## src/rtl/regfile_sequencer_if.sv

```systemverilog
// Instruction-stream and register-file control bundle for regfile_sequencer.
// Handshake: a byte transfers on the rising clk edge where instr_valid and
// instr_ready are both high. instr_data is ignored at any other time. The
// producer may raise instr_valid without waiting for instr_ready. The producer
// must hold instr_valid and instr_data stable until that transfer edge.
interface regfile_sequencer_if;
    logic       instr_valid;
    logic [7:0] instr_data;
    logic       instr_ready;
    logic [1:0] enab;
    logic [1:0] mux_sel;
    logic [2:0] seg;
    logic [7:0] or2_out;
    logic       alu_start;
    logic       done;
    logic       illegal;
    logic       busy;

    // Instruction fetch side: supplies bytes and observes the control outputs.
    modport master (
        output instr_valid, instr_data,
        input  instr_ready, enab, mux_sel, seg, or2_out, alu_start, done, illegal, busy
    );

    // Sequencer side.
    modport slave (
        input  instr_valid, instr_data,
        output instr_ready, enab, mux_sel, seg, or2_out, alu_start, done, illegal, busy
    );
endinterface

```

## src/rtl/regfile_sequencer.sv

```systemverilog
// Turns instruction bytes into cycle-exact register-file control sequences.
// Every output is registered. The next-cycle values are computed from the
// next state, so control lines and the state change on the same clk edge.
module regfile_sequencer #(
    parameter int ALU_LAT = 1
) (
    input  logic               clk,
    input  logic               rst_n,
    regfile_sequencer_if.slave bus,
    output logic [2:0]         dbg_state
);
    typedef enum logic [2:0] {
        IDLE     = 3'd0,
        WAIT_IMM = 3'd1,
        WRITE    = 3'd2,
        CLEAR    = 3'd3,
        READ     = 3'd4,
        ALU_WAIT = 3'd5,
        ALU_WB   = 3'd6,
        FLAG     = 3'd7
    } state_t;

    // Preload for the wait counter. The counter stops at zero, which gives ALU_LAT wait cycles.
    localparam logic [3:0] LAT_M1 = (ALU_LAT == 0) ? 4'd0 : 4'(ALU_LAT - 1);

    localparam logic [1:0] EN_CLEAR = 2'b00;
    localparam logic [1:0] EN_WRITE = 2'b01;
    localparam logic [1:0] EN_IDLE  = 2'b10;
    localparam logic [1:0] EN_READ  = 2'b11;

    state_t     state, state_nx;
    logic [3:0] cnt, cnt_nx;
    logic [2:0] n_reg, n_nx;
    logic [1:0] enab_nx, mux_nx;
    logic [2:0] seg_nx;
    logic [7:0] or2_nx;
    logic       alu_start_nx, done_nx, illegal_nx, ready_nx, busy_nx;

    logic       accept;
    logic [2:0] op;
    logic [2:0] n_in;

    assign accept    = bus.instr_valid & bus.instr_ready;
    assign op        = bus.instr_data[7:5];
    assign n_in      = bus.instr_data[2:0];
    assign dbg_state = state;

    // Bits [4:3] of the instruction byte carry no meaning.
    logic unused_ok;
    assign unused_ok = &{1'b0, bus.instr_data[4:3]};

    // Next state and next-cycle control values.
    always_comb begin
        state_nx     = state;
        cnt_nx       = cnt;
        n_nx         = n_reg;
        enab_nx      = EN_IDLE;
        mux_nx       = bus.mux_sel;
        seg_nx       = bus.seg;
        or2_nx       = bus.or2_out;
        alu_start_nx = 1'b0;
        done_nx      = 1'b0;
        illegal_nx   = 1'b0;

        unique case (state)
            IDLE: begin
                if (accept) begin
                    unique case (op)
                        3'b000: begin
                            state_nx = FLAG;
                            done_nx  = 1'b1;
                        end
                        3'b001, 3'b010: begin
                            state_nx = WRITE;
                            enab_nx  = EN_WRITE;
                            mux_nx   = (op == 3'b001) ? 2'b00 : 2'b01;
                            seg_nx   = n_in;
                            done_nx  = 1'b1;
                        end
                        3'b011: begin
                            state_nx = WAIT_IMM;
                            n_nx     = n_in;
                        end
                        3'b100: begin
                            state_nx     = READ;
                            enab_nx      = EN_READ;
                            seg_nx       = n_in;
                            alu_start_nx = 1'b1;
                        end
                        3'b101: begin
                            state_nx = CLEAR;
                            enab_nx  = EN_CLEAR;
                            seg_nx   = 3'b000;
                            done_nx  = 1'b1;
                        end
                        default: begin
                            state_nx   = FLAG;
                            illegal_nx = 1'b1;
                        end
                    endcase
                end
            end
            WAIT_IMM: begin
                if (accept) begin
                    state_nx = WRITE;
                    or2_nx   = bus.instr_data;
                    enab_nx  = EN_WRITE;
                    mux_nx   = 2'b10;
                    seg_nx   = n_reg;
                    done_nx  = 1'b1;
                end
            end
            READ: begin
                if (ALU_LAT == 0) begin
                    state_nx = ALU_WB;
                    enab_nx  = EN_WRITE;
                    mux_nx   = 2'b11;
                    seg_nx   = 3'b000;
                    done_nx  = 1'b1;
                end else begin
                    state_nx = ALU_WAIT;
                    cnt_nx   = LAT_M1;
                end
            end
            ALU_WAIT: begin
                if (cnt == 4'd0) begin
                    state_nx = ALU_WB;
                    enab_nx  = EN_WRITE;
                    mux_nx   = 2'b11;
                    seg_nx   = 3'b000;
                    done_nx  = 1'b1;
                end else begin
                    cnt_nx = cnt - 4'd1;
                end
            end
            WRITE, CLEAR, ALU_WB, FLAG: begin
                state_nx = IDLE;
            end
            default: begin
                state_nx = IDLE;
            end
        endcase

        ready_nx = (state_nx == IDLE) || (state_nx == WAIT_IMM);
        busy_nx  = (state_nx != IDLE);
    end

    // State and registered outputs. Reset discards any pending operation.
    always_ff @(posedge clk or negedge rst_n) begin
        if (!rst_n) begin
            state           <= IDLE;
            cnt             <= 4'd0;
            n_reg           <= 3'd0;
            bus.enab        <= EN_IDLE;
            bus.mux_sel     <= 2'b00;
            bus.seg         <= 3'b000;
            bus.or2_out     <= 8'h00;
            bus.alu_start   <= 1'b0;
            bus.done        <= 1'b0;
            bus.illegal     <= 1'b0;
            bus.busy        <= 1'b0;
            bus.instr_ready <= 1'b0;
        end else begin
            state           <= state_nx;
            cnt             <= cnt_nx;
            n_reg           <= n_nx;
            bus.enab        <= enab_nx;
            bus.mux_sel     <= mux_nx;
            bus.seg         <= seg_nx;
            bus.or2_out     <= or2_nx;
            bus.alu_start   <= alu_start_nx;
            bus.done        <= done_nx;
            bus.illegal     <= illegal_nx;
            bus.busy        <= busy_nx;
            bus.instr_ready <= ready_nx;
        end
    end
endmodule

```

## src/flat_wrapper.sv

```systemverilog
// flat-port wrapper written by rule: the top's interface ports become plain ports
module regfile_sequencer_flat 
#(
    parameter int ALU_LAT = 1
)
  (clk, rst_n, dbg_state, bus_instr_valid, bus_instr_data, bus_instr_ready, bus_enab, bus_mux_sel, bus_seg, bus_or2_out, bus_alu_start, bus_done, bus_illegal, bus_busy);
  regfile_sequencer_if bus_i ();
  input  logic clk;
  input  logic rst_n;
  output logic [2:0] dbg_state;
  input wire logic [$bits(bus_i.instr_valid)-1:0] bus_instr_valid;
  input wire logic [$bits(bus_i.instr_data)-1:0] bus_instr_data;
  output wire logic [$bits(bus_i.instr_ready)-1:0] bus_instr_ready;
  output wire logic [$bits(bus_i.enab)-1:0] bus_enab;
  output wire logic [$bits(bus_i.mux_sel)-1:0] bus_mux_sel;
  output wire logic [$bits(bus_i.seg)-1:0] bus_seg;
  output wire logic [$bits(bus_i.or2_out)-1:0] bus_or2_out;
  output wire logic [$bits(bus_i.alu_start)-1:0] bus_alu_start;
  output wire logic [$bits(bus_i.done)-1:0] bus_done;
  output wire logic [$bits(bus_i.illegal)-1:0] bus_illegal;
  output wire logic [$bits(bus_i.busy)-1:0] bus_busy;
  assign bus_i.instr_valid = bus_instr_valid;
  assign bus_i.instr_data = bus_instr_data;
  assign bus_instr_ready = bus_i.instr_ready;
  assign bus_enab = bus_i.enab;
  assign bus_mux_sel = bus_i.mux_sel;
  assign bus_seg = bus_i.seg;
  assign bus_or2_out = bus_i.or2_out;
  assign bus_alu_start = bus_i.alu_start;
  assign bus_done = bus_i.done;
  assign bus_illegal = bus_i.illegal;
  assign bus_busy = bus_i.busy;
  regfile_sequencer #(.ALU_LAT(ALU_LAT)) u_core (.clk(clk), .rst_n(rst_n), .bus(bus_i), .dbg_state(dbg_state));
endmodule
```

## config.mk

```make
export PLATFORM = sky130hd
export DESIGN_NAME = regfile_sequencer_flat
export DESIGN_NICKNAME = d
export VERILOG_FILES = /design/src/rtl/regfile_sequencer_if.sv /design/src/rtl/regfile_sequencer.sv /design/src/flat_wrapper.sv
export SDC_FILE = /design/constraint.sdc
export NUM_CORES = 1
export LEC_CHECK = 0
export CAP_MARGIN = 20
export CORE_MARGIN = 2
export CORE_UTILIZATION = 45
export DETAILED_ROUTE_END_ITERATION = 12
export GPL_ROUTABILITY_DRIVEN = 0
export PLACE_DENSITY = 0.73
export SYNTH_ARGS = -nofsm -noshare
export SYNTH_HDL_FRONTEND = slang
export SYNTH_SLANG_ARGS = --single-unit
```

## constraint.sdc

```tcl
create_clock -name clk -period 1.9 [get_ports clk]
set_input_delay 0.38 -clock clk [delete_from_list [all_inputs] [get_ports clk]]
set_output_delay 0.38 -clock clk [all_outputs]
set_load 0.02 [all_outputs]
```

==> out/qor_table.md, run 1 <==
| Group | Metric | This run |
| --- | --- | --- |
| run status | Result of the run | finished clean |
| grt | Overall overflow remaining after global route | 0 |
| timing | Peak Freq | 554 MHz |
| critical path | Crit-path leading delay family | buffers and inverters |
| finish | Largest register FFs | 8 |
| critical path | Worst-case reg-to-reg path depth | 6 |
| place | Pre-CTS worst setup slack | -180 ps |
| pwr | Reported leakage power | 0.923 nW |
| drt | Detailed-router iteration count before antenna repair | 4 |
| place | Area after DPL | 1930 um2 |
| critical path | Number of buffers and inverters on the critical path | 1 |
| yosys | Share of synthesized cell area in full adder, half adder and majority cells | 1.73% |
| timing | Slew headroom | 72.5% |
| finish | Largest registers ranked by flip-flop count | u_core.bus.or2_out: 8 flops, u_core.cnt: 4 flops |
| critical path | Worst-path maximum fanout | 1 |
| clock network | Total clock sinks | 30 |
| place | Placed cell count | 210 |
| drt | Vias | 1151 |
| timing | Actual slew at the worst max-slew pin | 411 ps |
| pwr | Worst voltage drop across the vdd grid | 894 uV |
| yosys | Synth warn | 0 |
| grt | Pin count of the biggest net entering global routing | 31 |
| critical path | RR Startpoint | u_core.cnt[0]$_DFFE_PN0P_ |
| floorplanning | Die Y-Extent | 60.6 um |
| pwr | Total power divided by cell area | 1410 nW/um2 |
| drt | Routed len/inst | 14.4 um |
| yosys | Mux contribution to synthesized area | 13.2% |
| timing | Final slew viol count | 0 |
| critical path | Capture instance of the worst register-to-register path | u_core.bus.busy$_DFF_PN0_ |
| critical path | Master of the slowest instance on the critical path | sky130_fd_sc_hd__clkdlybuf4s50_1 |
| timing | Fin. Hold Viols | 0 |
| finish | Non-Filler Instances | 216 |
| clock network | CTS tree | yes |
| critical path | Arrival time reported for the critical path endpoint | 1420 ps |
| critical path | Endpoint required time on the critical path | 1520 ps |
| finish | Antenna fix cells | 0 |
| yosys | Sequential area share after synthesis | 52.1% |
| timing | Final period utilization | 95.0% |
| clock network | Total of hold buffers inserted after clock tree synthesis | 0 |
| drt | Routed wire length | 3110 um |
| clock network | Library cell used as clock root buffer | sky130_fd_sc_hd__clkbuf_4 |
| clock network | Post-CTS repair timing setup buffer count | 0 |
| yosys | Synthesized-area fraction occupied by ao, oa, aoi and oai cells | 14.3% |
| floorplanning | Floorplan die area | 3670 um2 |
| critical path | Setup slack on the worst flop-to-flop path | 140 ps |
| drt | Routed Antenna Nets | 0 |
| grt | Global-route wire length before repair | 5040 um |
| drt | Post-detailed-route DRC marker count | 0 |
| clock network | Max clock buf depth | 2 |
| finish | Post-layout nets | 186 |
| yosys | Dominant combinational cell family by area after synthesis | compound AO/OA/AOI/OAI gates |
| grt | Via count of the first global-routing pass | 1100 |
| grt | Number of antenna violations at the first check in global routing | 0 |
| yosys | Synth cell types | 38 |
| hold path | Kind of path behind the tightest hold check | input port to async pin |
| clock network | Clock latency at the later pin of the worst-skew pair | 330 ps |
| run | Reported max-cap violation count | 0 |
| timing | Setup skew after layout | 8.89 ps |
| floorplanning | Area of the core | 3050 um2 |
| critical path | Longest individual stage delay on the worst path | 590 ps |
| drt | Via density | 5.33 |
| critical path | Cell count along the critical path | 1 |
| grt | Overall routing resource usage | 19.1% |
| timing | Min Clock Period, post-route | 1800 ps |
| critical path | Category of the most critical setup path | register to output pin |
| clock network | CTS buffer count | 5 |
| critical path | Worst-path cell chain | clkdlybuf4s50_1 |
| finish | Most flop-heavy register | u_core.bus.or2_out |
| yosys | Number of standard cells after synthesis | 121 |
| yosys | Post-Synth Simple-Gate Area | 12.9% |
| yosys | Cell area after synthesis | 1440 um2 |
| place | Detailed placement HPWL | 2350 um |
| finish | Fraction of layout cells with a size suffix above 1 | 19.8% |
| place | Number of buffers added on ports | 33 |
| yosys | Net count of the mapped netlist | 134 |
| floorplanning | Initial core utilization | 47.3% |
| timing | Hold Slack | 434 ps |
| critical path | Endpoint of the most critical setup path | bus_enab[1] |
| timing | Final-layout setup total negative slack | 0 ps |
| critical path | Crit path launch | u_core.bus.enab[1]$_DFF_PN1_ |
| yosys | Area share of xor/xnor cells in the synthesized design | 1.21% |
| floorplanning | Row count | 20 |
| timing | Min setup slack post-route | 95.3 ps |
| yosys | Per-instance average area after synthesis | 11.9 um2 |
| finish | Post-layout instance area | 1990 um2 |
| yosys | Synth Register Bits | 30 |
| floorplanning | X dimension of the die | 60.6 um |
| critical path | Critical Path End Type | output pin |
| timing | Setup Viol. Count Final | 0 |
| timing | Unrepaired setup endpoints after global routing | false |
| drt | Violation count after the first detailed-routing iteration | 29 |
| finish | Area grow syn2layout | 37.6% |
| clock network | H-Tree Level Count | 2 |
| floorplanning | Number of top-level design ports | 34 |
| clock network | Clock slew seen by the registers of the worst setup and hold paths | 90 ps |
| critical path | Critical Path Source Type | register |
| finish | Count of fill cells added during filler insertion | 273 |
==> worst min path at each step <==
stage                                  start                        endpoint  slack (ps)  cells past startpoint
4_1_cts                                rst_n     u_core.n_reg[0]$_DFFE_PN0P_         440                      2
6_report                               rst_n     u_core.n_reg[0]$_DFFE_PN0P_         430                      2
2_1_floorplan                          rst_n  u_core.bus.alu_start$_DFF_PN0_          80                      0
5_1_grt                                rst_n     u_core.n_reg[0]$_DFFE_PN0P_         470                      2
3_5_place_dp   u_core.bus.seg[0]$_DFFE_PN0P_   u_core.bus.seg[0]$_DFFE_PN0P_         480                      1
3_3_place_gp   u_core.bus.seg[1]$_DFFE_PN0P_   u_core.bus.seg[1]$_DFFE_PN0P_         470                      1
==> final cells by class <==
cell class,count,area [um2],area share (%)
flip-flops and latches,30,753,37.9
multi-input cells,79,628,31.6
repair buffers,51,475,23.9
well taps,44,55.1,2.77
clock buffers,6,51.3,2.58
inverters,6,22.5,1.13
==> stage by stage <==
| stage | util (%) | total power, mW |
|---|---|---|
| floorplan | - | 1.80 |
| global placement | 63.3 | 2.42 |
| detailed placement | 63.3 | 2.45 |
| CTS | 64.9 | 2.82 |
| global route | 65.0 | 2.97 |
| finish | 65.0 | 2.80 |
==> cells in the final DEF, fill, tap and decap left out, drive strengths merged, types with 2 or more instances in the layout <==
cell,n
buf,18
nand2b,4
a22o,7
nor2,6
or3b,2
a31oi,2
dlygate4sd2,2
dfrtp,29
mux2,15
o31ai,3
a21oi,2
or4,2
inv,6
nor2b,4
o21ai,8
nand2,7
ha,2
clkdlybuf4s50,31
clkbuf,6
==> power by group <==
part | leakage [nW] | internal, mW | switching [mW]
combinational | 0.520 | 0.701 | 0.682
sequential | 0.373 | 0.889 | 0.153
clock | 0.0302 | 0.166 | 0.204
total | 0.923 | 1.76 | 1.04
==> cells by family after synthesis <==
family / count (synthesis)
xor+xnor: 2
mux: 16
compound gates: 29
flops: 30
buf+inv: 12
simple gates: 30
fa+ha+maj: 2
==> layer usage <==
layer / wire, um / track usage (%) / vias up
met1: 1380 / 24.6 / 558
li1: - / - / 541
met5: 0 / 0 / -
met4: 47 / 7.45 / 0
met3: 203 / 5.12 / 6
met2: 1480 / 30.9 / 46
==> synth_stat cells <==
library cell	number	area [um2]
sky130_fd_sc_hd__o2111ai_1	1	8.76
sky130_fd_sc_hd__or3b_1	2	17.5
sky130_fd_sc_hd__dfstp_2	1	26.3
sky130_fd_sc_hd__nor2_2	1	6.26
sky130_fd_sc_hd__a21oi_1	2	10.0
sky130_fd_sc_hd__and2_1	1	6.26
sky130_fd_sc_hd__mux2_1	12	135
sky130_fd_sc_hd__o21a_1	1	7.51
sky130_fd_sc_hd__buf_2	4	20.0
sky130_fd_sc_hd__xnor2_1	1	8.76
sky130_fd_sc_hd__a21o_1	1	7.51
sky130_fd_sc_hd__o41ai_1	1	8.76
sky130_fd_sc_hd__xor2_1	1	8.76
sky130_fd_sc_hd__ha_1	2	25.0
sky130_fd_sc_hd__nand3b_1	1	7.51
sky130_fd_sc_hd__nand2b_1	4	25.0
sky130_fd_sc_hd__nand4bb_1	1	11.3
sky130_fd_sc_hd__a221oi_1	1	8.76
sky130_fd_sc_hd__nor2_1	4	15.0
sky130_fd_sc_hd__a21boi_1	1	7.51
sky130_fd_sc_hd__inv_1	6	22.5
sky130_fd_sc_hd__or4_1	2	15.0
sky130_fd_sc_hd__o21ai_1	6	30.0
sky130_fd_sc_hd__a31oi_1	2	12.5
sky130_fd_sc_hd__o31ai_2	1	12.5
sky130_fd_sc_hd__mux2_4	3	45.0
sky130_fd_sc_hd__o31ai_1	2	15.0
sky130_fd_sc_hd__buf_6	2	22.5
sky130_fd_sc_hd__o22ai_1	1	6.26
sky130_fd_sc_hd__nor2_8	1	20.0
sky130_fd_sc_hd__nand3_1	1	5.00
sky130_fd_sc_hd__nor2b_1	4	25.0
sky130_fd_sc_hd__mux2i_1	1	10.0
sky130_fd_sc_hd__a22o_1	7	61.3
sky130_fd_sc_hd__nand2_1	7	26.3
sky130_fd_sc_hd__nor4_1	1	6.26
sky130_fd_sc_hd__dfrtp_1	29	726
sky130_fd_sc_hd__o21ai_0	2	10.0
==> repair_timing <==
action,CTS,global route
endpoints found under the setup margin,2,2
resized for setup,2,3
cloned,0,0
Note: power is estimated with default switching activity, not from simulation.
==> run 2: changes to the inputs <==
ABC_CLOCK_PERIOD_IN_PS = 1900   (was not set)
==> results of run 2 <==
No change in the layout: final DEF, timing and power equal those of run 1.
